--- src/rtl/goal_hit_detector.sv ---
// rtl/goal_hit_detector.sv - classifies a ball sighting against the goal mouth over one armed frame
//
// Purpose:
//   Watches the final drawn pixel stream. After an arm request it waits for the
//   next frame start, counts key-coloured pixels inside and outside the goal
//   window over one full frame, then holds a verdict until it is acknowledged.
//
// Ports:
//   clk          pixel clock
//   rst_n        asynchronous active-low reset
//   hcount       horizontal pixel position (11 bits)
//   vcount       vertical pixel position (11 bits)
//   hblnk        horizontal blanking flag
//   vblnk        vertical blanking flag
//   rgb          drawn pixel colour (12 bits)
//   arm          single-cycle request to analyse the next full frame
//   result_ack   consumer acknowledge of the held verdict
//   result_valid verdict is held
//   result       00 none, 01 goal, 10 miss, 11 partial
//   busy         waiting for frame start or counting

module goal_hit_detector #(
    parameter logic [11:0] KEY_RGB    = 12'hF_8_0,
    parameter int          GOAL_X_MIN = 155,
    parameter int          GOAL_X_MAX = 868,
    parameter int          GOAL_Y_MIN = 200,
    parameter int          GOAL_Y_MAX = 549,
    parameter int          MIN_PIXELS = 16
) (
    input  logic        clk,
    input  logic        rst_n,
    input  logic [10:0] hcount,
    input  logic [10:0] vcount,
    input  logic        hblnk,
    input  logic        vblnk,
    input  logic [11:0] rgb,
    input  logic        arm,
    input  logic        result_ack,
    output logic        result_valid,
    output logic [1:0]  result,
    output logic        busy
);

    localparam logic [10:0] X_MIN   = GOAL_X_MIN[10:0];
    localparam logic [10:0] X_MAX   = GOAL_X_MAX[10:0];
    localparam logic [10:0] Y_MIN   = GOAL_Y_MIN[10:0];
    localparam logic [10:0] Y_MAX   = GOAL_Y_MAX[10:0];
    localparam logic [19:0] MIN_CNT = MIN_PIXELS[19:0];
    localparam logic [19:0] CNT_MAX = 20'hFFFFF;

    localparam logic [1:0] RES_NONE    = 2'b00;
    localparam logic [1:0] RES_GOAL    = 2'b01;
    localparam logic [1:0] RES_MISS    = 2'b10;
    localparam logic [1:0] RES_PARTIAL = 2'b11;

    typedef enum logic [1:0] {
        IDLE   = 2'd0,
        SYNC   = 2'd1,
        COUNT  = 2'd2,
        REPORT = 2'd3
    } state_t;

    state_t      state;
    logic        vblnk_q;
    logic [19:0] in_cnt;
    logic [19:0] out_cnt;

    logic        vblnk_fall;
    logic        vblnk_rise;
    logic        key_px;
    logic        in_goal;
    logic [1:0]  verdict;

    assign vblnk_fall = vblnk_q & ~vblnk;
    assign vblnk_rise = ~vblnk_q & vblnk;
    // Blanked pixels are never part of the picture, even if rgb happens to match.
    assign key_px     = ~hblnk & ~vblnk & (rgb == KEY_RGB);
    assign in_goal    = (hcount >= X_MIN) && (hcount <= X_MAX) &&
                        (vcount >= Y_MIN) && (vcount <= Y_MAX);

    always_comb begin
        verdict = RES_NONE;
        if (in_cnt >= MIN_CNT) begin
            verdict = (out_cnt == 20'd0) ? RES_GOAL : RES_PARTIAL;
        end else if (out_cnt != 20'd0) begin
            verdict = RES_MISS;
        end
    end

    always_ff @(posedge clk or negedge rst_n) begin
        if (!rst_n) begin
            state        <= IDLE;
            vblnk_q      <= 1'b0;
            in_cnt       <= 20'd0;
            out_cnt      <= 20'd0;
            result_valid <= 1'b0;
            result       <= RES_NONE;
            busy         <= 1'b0;
        end else begin
            vblnk_q <= vblnk;
            case (state)
                IDLE: begin
                    if (arm) begin
                        state   <= SYNC;
                        busy    <= 1'b1;
                        in_cnt  <= 20'd0;
                        out_cnt <= 20'd0;
                    end
                end
                SYNC: begin
                    // Only a falling vblnk marks a frame start; an arm that lands
                    // mid-frame therefore skips the rest of that frame.
                    if (vblnk_fall) begin
                        state <= COUNT;
                    end
                end
                COUNT: begin
                    if (vblnk_rise) begin
                        state        <= REPORT;
                        busy         <= 1'b0;
                        result_valid <= 1'b1;
                        result       <= verdict;
                    end else if (key_px) begin
                        if (in_goal) begin
                            if (in_cnt != CNT_MAX) in_cnt <= in_cnt + 20'd1;
                        end else begin
                            if (out_cnt != CNT_MAX) out_cnt <= out_cnt + 20'd1;
                        end
                    end
                end
                REPORT: begin
                    if (result_ack) begin
                        state        <= IDLE;
                        result_valid <= 1'b0;
                        result       <= RES_NONE;
                    end
                end
                default: begin
                    state <= IDLE;
                end
            endcase
        end
    end

endmodule

--- config.mk ---
export PLATFORM = sky130hd
export DESIGN_NAME = goal_hit_detector
export DESIGN_NICKNAME = d
export VERILOG_FILES = /design/src/rtl/goal_hit_detector.sv
export SDC_FILE = /design/constraint.sdc
export NUM_CORES = 1
export LEC_CHECK = 0
export BUFFER_PORTS_ARGS = -buffer_cell sky130_fd_sc_hd__buf_2
export CAP_MARGIN = 10
export CORE_MARGIN = 2
export CORE_UTILIZATION = 33
export DETAILED_ROUTE_END_ITERATION = 7
export SYNTH_ARGS = -nofsm -noshare
export SYNTH_HDL_FRONTEND = slang
export SYNTH_SLANG_ARGS = --single-unit
--- constraint.sdc ---
create_clock -name clk -period 2.3 [get_ports clk]
set_clock_uncertainty 0.05 [all_clocks]
set_input_delay 0.23 -clock clk [delete_from_list [all_inputs] [get_ports clk]]
set_output_delay 0.23 -clock clk [all_outputs]
set_load 0.01 [all_outputs]
==> results.yml, run 1 <==
die:
  floorplan.initialDensity_pct: 34.29
  die_y_um: 102.2
  design.core.area_um2: 9284
  die_x_um: 102.2
  io_pins: 44
  num_rows: 35
  dieArea_um2: 10450
yosys:
  synthFlopType: "dfrtp_1"
  synth_top_area_share_pct: 36.95
  syn_avg_cell_area_um2: 8.941
  async_flop_share_pct: 100.0
  synth_largest_area_cell: "dfrtp_1"
  ys_top_cells_by_area: "dfrtp_1, nand2_1, o21ai_0"
  ys_types: 53
  yosys_warnings: 0
  synth-seq-area-share_pct: 36.95
  syn_nets: 404
  yosys_register_bits: 47
  yosysMostFrequentCell: "dfrtp_1"
  syn-cell-area_um2: 3183
  synth_edf_count: 0
  synth_common_cells: "dfrtp_1, nand2_1, o21ai_0"
  syn_inst: 356
clocking:
  cts_tree: "yes"
  cts_max_path_buffers: 2
  h-tree-depth: 2
  cts_buffers: 5
  cts_root_buf: "clkbuf_8"
  cts.sinks: 47
  clkLatencyLatePin_ns: 0.30
  cts.clk_slew.worst_paths_ns: 0.09
sta:
  relSlewSlack_pct: 53.85
  finalSetupViolations: 0
  finalSetupTns_ns: 0
  period_minus_slack_ns: 2.181
  worst_pin_slew_ns: 0.6922
  slew_violations: 0
  rsz0062_at_grt: "false"
  hold_viol_final: 0
  post-route-period-util_pct: 94.83
  post-route-worst-setup-slack_ns: 0.1190
  fmax_mhz: 458.5
status:
  status: "complete, no violations"
global_routing:
  grt_pass1_vias: 2927
  antenna_found_initial: 0
  grt_max_degree: 30
  gr-total-overflow: 0
  grt_use_total_pct: 16.19
  grt_pass1_wl_um: 13630
placement:
  placed_cells: 535
  gp_congestion: 0.8081
  io_buffers: 42
  place_ws_ns: -0.01237
  place_hpwl_um: 5859
min_path:
  min_path_type: "input port to flop"
setup_path:
  cp_data_arrival_time_ns: 2.37
  crit_path_max_fanout: 7
  end_kind: "flop"
  cp.required_ns: 2.49
  path_class: "flop to flop"
  start_kind: "flop"
layout:
  synthToLayoutAreaGrowth_pct: 21.46
  fillers: 946
  fin_util_pct: 41.64
  instances_no_fill: 547
  final_layout_size_suffix_gt1_share_pct: 27.03
  fin_nets: 465
  diodes: 0
route:
  vias: 3040
  drcViolationCount: 0
  ant_nets: 0
  drtIter0Drc: 188
  drt-total-wl_um: 8129
  drtPass1Iterations: 4
  wl_per_cell_um: 14.86
  viasPerCell: 5.558
pwr:
  leakage_nw: 1.665
  peakVddDrop_mv: 0.4701
  power_density_nw_per_um2: 826.5
flow_run:
  max-cap-violations: 0
-- power by group --
group,leakage (nW),internal [mW],switching [mW]
logic,0.985,0.666,0.906
registers,0.639,0.960,0.160
clock network,0.0412,0.213,0.291
total,1.67,1.84,1.36
-- flip-flops by register name, summed over array words and instances (netlist names) --
| register | cells |
|---|---|
| busy | 1 |
| result | 2 |
| in_cnt | 20 |
| vblnk_q | 1 |
| out_cnt | 20 |
| result_valid | 1 |
| state | 2 |
-- worst paths after layout --
path / to / from / slack (ns) / cells after the start
setup / recovery: out_cnt[14] / state[1] / 0.12 / 9
min in group asynchronous: in_cnt[9] / rst_n / 0.46 / 2
hold / removal: vblnk_q / vblnk / 0.13 / 2
setup reg to reg: out_cnt[14] / state[1] / 0.12 / 9
max in group asynchronous: in_cnt[19] / rst_n / 1.13 / 3
hold reg to reg: result_valid / result_valid / 0.45 / 2
-- kinds of logic after synthesis --
kind of cell	after synthesis	synth area share, %
AND/OR/NAND/NOR	173	30.98
multiplexers	8	2.634
flip-flops	47	36.95
buffers and inverters	32	4.363
AO/OA/AOI/OAI	88	21.93
adder cells (fa/ha/maj)	8	3.145
-- layer usage --
| metal | vias up | GRT usage [%] | routed length, um |
|---|---|---|---|
| met2 | 63 | 27.18 | 3992 |
| li1 | 1478 | - | - |
| met4 | 0 | 4.821 | 78 |
| met1 | 1492 | 21.79 | 3756 |
| met5 | - | 0 | 0 |
| met3 | 7 | 2.257 | 302 |
-- placed cells by master (no fill, tap or decap), types with 9 or more instances in the layout --
| master | synthesis | routed |
|---|---|---|
| buf_2 | 3 | 43 |
| dfrtp_1 | 47 | 47 |
| nor4_1 | 9 | 9 |
| o221ai_2 | 10 | 10 |
| nand2_1 | 43 | 43 |
| nand3_1 | 24 | 23 |
| o21ai_0 | 31 | 31 |
| nand2b_1 | 11 | 11 |
| buf_4 | 0 | 27 |
| inv_1 | 12 | 12 |
| or4_1 | 12 | 12 |
| nand3b_1 | 10 | 10 |
| and3_1 | 13 | 13 |
| nand4_1 | 10 | 10 |
| o211ai_1 | 12 | 12 |
-- repair_timing --
action	in CTS	in global routing
endpoints found under the setup margin	4	34
hold endpoints to repair	27	0
pin swaps	1	2
resized for setup	0	12
hold buffers	1	0
cloned	0	1
buffers inserted	1	1
-- layout make-up --
class | instances | area, um^2 | area share [%]
Multi-Input combinational cell | 277 | 1919 | 49.64
Sequential cell | 47 | 1176 | 30.42
Timing Repair Buffer | 74 | 479.2 | 12.39
Tap cell | 129 | 161.4 | 4.175
Clock buffer | 6 | 72.57 | 1.877
Inverter | 12 | 45.04 | 1.165
Clock inverter | 2 | 12.51 | 0.3236
-- metrics by stage --
stage / total power [mW] / cell area [um^2] / hold slack, ns
floorplan: 2.069 / 3183 / -0.1156
global placement: 2.591 / 3701 / 0.2674
detailed placement: 2.634 / 3701 / 0.2686
CTS: 3.170 / 3804 / 0.1216
global route: 3.447 / 3866 / 0.1189
finish: 3.196 / 3866 / 0.1301
-- critical path: stages, from the launching register on --
cell	delay [ns]
dfrtp_1	0.41
inv_1	0.08
ha_2	0.20
nor2b_2	0.18
a211oi_2	0.19
buf_4	0.17
o41ai_4	0.08
buf_4	0.17
or4_1	0.49
nand3_1	0.09
(Power assumes the default switching activity.)
==> run 2: changes to the inputs <==
--- a/config.mk
+++ b/config.mk
@@ -10,6 +10,7 @@
 export CORE_MARGIN = 2
 export CORE_UTILIZATION = 33
 export DETAILED_ROUTE_END_ITERATION = 7
+export SETUP_SLACK_MARGIN = 0.3
 export SYNTH_ARGS = -nofsm -noshare
 export SYNTH_HDL_FRONTEND = slang
 export SYNTH_SLANG_ARGS = --single-unit
==> results.yml, run 2 (synthesis results as in run 1) <==
clocking:
  cts_buffers: 5
  cts_max_path_buffers: 2
  clkLatencyLatePin_ns: 0.30
  cts_tree: "yes"
  cts_root_buf: "clkbuf_8"
  h-tree-depth: 2
  cts.sinks: 47
  cts.clk_slew.worst_paths_ns: 0.09
global_routing:
  antenna_found_initial: 0
  grt_pass1_wl_um: 14900
  grt_pass1_vias: 3155
  grt_use_total_pct: 17.94
  grt_max_degree: 32
  gr-total-overflow: 0
sta:
  worst_pin_slew_ns: 0.4941
  relSlewSlack_pct: 66.72
  hold_ws_ns: 0.1300
  post-route-worst-setup-slack_ns: 0.2370
  fmax_mhz: 484.7
  slew_violations: 0
  period_minus_slack_ns: 2.063
  hold_viol_final: 0
  post-route-period-util_pct: 89.70
  finalSetupViolations: 0
  rsz0062_at_grt: "true"
min_path:
  min_path_type: "input port to flop"
  worstHoldPathCells: 2
route:
  drtIter0Drc: 215
  wl_met2_um: 4494
  drtPass1Iterations: 4
  vias: 3196
  ant_nets: 0
  drt-total-wl_um: 8976
  wl_met3_um: 343
  wl_met1_um: 3999
  viasPerCell: 5.617
  wl_per_cell_um: 15.78
  drcViolationCount: 0
  route.top_layer_used: "met4"
layout:
  fin_nets: 489
  final_layout_size_suffix_gt1_share_pct: 36.36
  synthToLayoutAreaGrowth_pct: 34.04
  reg.largest.list: "in_cnt (20), out_cnt (20)"
  most-common-layout-cells: "dfrtp_1, buf_2, nand2_1, buf_4, nand3_1"
  diodes: 0
  final_area_um2: 4267
  final_common_cell: "dfrtp_1"
  instances_no_fill: 569
placement:
  placed_cells: 540
  place_ws_ns: -0.02660
  place_area_um2: 3771
  place_hpwl_um: 6146
  io_buffers: 42
  gp_congestion: 0.8538
pwr:
  power_density_nw_per_um2: 892.2
  peakVddDrop_mv: 0.4776
  p_total_mw: 3.807
  leakage_nw: 1.851
die:
  dieArea_um2: 10450
  design.core.area_um2: 9284
  num_rows: 35
  die_y_um: 102.2
  die_x_um: 102.2
  io_pins: 44
  floorplan.initialDensity_pct: 34.29
setup_path:
  crit_path_max_fanout: 11
  path_class: "flop to flop"
  crit_slowest_cell: "dfrtp_1"
  end_kind: "flop"
  rr_worst_depth: 8
  start_kind: "flop"
  max_stage_delay_ns: 0.39
  cp.required_ns: 2.44
  cp_data_arrival_time_ns: 2.21
  path_cells: "ha_2 -> and2_4 -> and4_4 -> a211oi_4 -> and3_4 -> buf_12 -> a21oi_1 -> a41o_1"
status:
  status: "complete, no violations"
flow_run:
  max-cap-violations: 0
==> run 2: what timing repair did <==
| item | 4_1_cts | 5_1_grt |
|---|---|---|
| pin swaps | 31 | 11 |
| endpoints found under the hold margin | 15 | 0 |
| resized for setup | 30 | 28 |
| cloned | 2 | 0 |
| setup endpoints to repair | 37 | 41 |
| setup buffers | 16 | 4 |
| hold buffers | 1 | 0 |
==> run 2: where the power goes <==
| part | internal (mW) | switching (mW) |
|---|---|---|
| Combinational | 1.06 | 1.15 |
| Clock | 0.204 | 0.283 |
| Sequential | 0.961 | 0.152 |
| Total | 2.22 | 1.58 |
==> run 2: metal layers <==
layer,vias up,GRT usage [%]
met3,10,2.531
li1,1529,-
met5,-,0
met2,95,30.97
met4,0,5.333
met1,1562,23.42
==> run 2: critical path: cells and delay by family, from the launching register on <==
family / cells / cell delay (ns)
AND/OR/NAND/NOR: 3 / 0.61
adder cells (fa/ha/maj): 1 / 0.19
buffers and inverters: 1 / 0.12
AO/OA/AOI/OAI: 3 / 0.61
flip-flops: 1 / 0.39
==> run 2: worst paths after layout <==
| check | from | endpoint | slack (ns) |
|---|---|---|---|
| min | vblnk | vblnk_q | 0.13 |
| max reg2reg | in_cnt[1] | in_cnt[2] | 0.24 |
| min in group asynchronous | rst_n | result[0] | 0.34 |
| max in group asynchronous | rst_n | out_cnt[11] | 1.26 |
| min reg2reg | result[1] | result[1] | 0.45 |
| max | in_cnt[1] | in_cnt[2] | 0.24 |
==> run 2: metrics by stage <==
step / utilization (%) / setup TNS [ns]
floorplan: - / 0
global placement: 40.62 / 0
detailed placement: 40.62 / -0.05202
CTS: 44.58 / 0
global route: 45.96 / 0
finish: 45.96 / 0
==> run 2: area by class of cell <==
type,count,area [um^2]
fill,905,5017
sequential,47,1177
clock buffer,6,72.57
timing repair buffer,97,720.7
tap,129,161.4
inverter,12,48.80
multi-input combinational,278,2086
==> run 3: changes to the inputs <==
--- a/config.mk
+++ b/config.mk
@@ -7,6 +7,7 @@
 export LEC_CHECK = 0
 export BUFFER_PORTS_ARGS = -buffer_cell sky130_fd_sc_hd__buf_2
 export CAP_MARGIN = 10
+export CORE_ASPECT_RATIO = 1.5
 export CORE_MARGIN = 2
 export CORE_UTILIZATION = 33
 export DETAILED_ROUTE_END_ITERATION = 7
==> results.yml, run 3 (synthesis results as in run 1) <==
route:
  drcViolationCount: 0
  vias: 3301
  ant_nets: 0
  drtIter0Drc: 162
  drt-total-wl_um: 9550
  viasPerCell: 5.842
  drtPass1Iterations: 4
  wl_per_cell_um: 16.90
sta:
  finalSetupTns_ns: 0
  hold_viol_final: 0
  worst_pin_slew_ns: 0.5709
  period_minus_slack_ns: 2.124
  slew_violations: 0
  finalSetupViolations: 0
  relSlewSlack_pct: 61.59
  rsz0062_at_grt: "true"
  post-route-period-util_pct: 92.35
  fmax_mhz: 470.8
clocking:
  clkLatencyLatePin_ns: 0.29
  cts.clk_slew.worst_paths_ns: 0.07
  cts_tree: "yes"
  cts_buffers: 5
  h-tree-depth: 2
  cts_root_buf: "clkbuf_16"
  cts_max_path_buffers: 2
  cts.sinks: 47
layout:
  fin_util_pct: 48.38
  diodes: 0
  regArea_um2: 1180
  instances_no_fill: 565
  final_common_cell: "buf_4"
  fillers: 884
  final_layout_size_suffix_gt1_share_pct: 38.63
  reg.largest.list: "in_cnt (20), out_cnt (20)"
  synthToLayoutAreaGrowth_pct: 41.47
  most-common-layout-cells: "buf_4, dfrtp_1, buf_2"
  multi_input_area_um2: 2079
  fin_nets: 500
  final_area_um2: 4503
placement:
  placed_cells: 523
  io_buffers: 42
  gp_congestion: 0.8690
  place_hpwl_um: 6259
  place_area_um2: 3775
pwr:
  p_total_mw: 4.409
  peakVddDrop_mv: 0.7559
  power_density_nw_per_um2: 979.1
  leakage_nw: 2.032
global_routing:
  antenna_found_initial: 0
  grt_pass1_wl_um: 15430
  grt_max_degree: 29
  gr-total-overflow: 0
  grt_pass1_vias: 3265
  grt_use_total_pct: 18.16
die:
  dieArea_um2: 10460
  design.core.area_um2: 9308
  floorplan.initialDensity_pct: 34.20
  die_x_um: 84.19
  die_y_um: 124.3
  io_pins: 44
  num_rows: 43
setup_path:
  end_kind: "flop"
  start_kind: "flop"
  cp_data_arrival_time_ns: 2.31
  crit_path_max_fanout: 5
  path_class: "flop to flop"
  cp.required_ns: 2.49
flow_run:
  max-cap-violations: 0
status:
  status: "complete, no violations"
min_path:
  min_path_type: "input port to flop"
## run 3: changes by cell type in the layout (fill, tap and decap cells not counted), moves of 3 or more
cell       previous run  this run
buf_4                41        47
o21ai_1               5        12
clkbuf_8              5         0
or4_1                 8        11
and3_1               12         9
clkbuf_16             0         7
o21ai_0              22        15
or4_4                 4         1
## run 3: worst max-delay path, stage by stage (launching register included)
cell      delay (ns)
dfrtp_1         0.40
buf_6           0.13
ha_4            0.18
nor2_4          0.04
a211oi_2        0.21
buf_4           0.17
buf_6           0.12
nand3_4         0.09
buf_6           0.15
or4_1           0.46
nand2_1         0.07
## run 3: final timing paths
check	from	end	slack [ns]	cells past startpoint
max	state[1]	in_cnt[4]	0.18	10
min	vblnk	vblnk_q	0.14	2
max reg2reg	state[1]	in_cnt[4]	0.18	10
min reg2reg	result_valid	result_valid	0.46	2
max in group asynchronous	rst_n	out_cnt[8]	1.47	3
min in group asynchronous	rst_n	state[0]	0.40	3
## run 3: metal layers
metal	track usage, %	share of wire (%)	vias up
met4	8.349	2.2	0
met5	0	0	-
met2	33.71	56	78
met1	19.88	38	1643
li1	-	-	1568
met3	2.584	3.0	12
## run 3: stage by stage
stage               hold WS (ns)  worst slack [ns]
global placement          0.1704          -0.03246
floorplan                -0.1156            0.3091
CTS                       0.1301            0.2097
global route              0.1401           0.08521
detailed placement        0.1758          -0.06316
finish                    0.1386            0.1760
## run 3: final cells by class
class	instances	share of cell area, %
multi-input combinational	277	46.18
timing repair buffer	109	19.67
sequential	47	26.20
clock inverter	3	0.9725
tap	112	3.112
clock buffer	5	2.779
inverter	12	1.084
## run 3: power breakdown
group	total [mW]	internal (mW)	switching (mW)
sequential	1.12	0.965	0.160
clock	0.843	0.513	0.330
combinational	2.44	1.24	1.20
total	4.41	2.72	1.69
## run 3: repair_timing
| item | 4_1_cts | 5_1_grt |
|---|---|---|
| endpoints found under the setup margin | 38 | 41 |
| gates cloned | 2 | 1 |
| pin swaps | 24 | 15 |
| setup buffers | 22 | 8 |
| hold buffers | 1 | 0 |
| gates resized for setup | 34 | 39 |
| endpoints found under the hold margin | 47 | 0 |
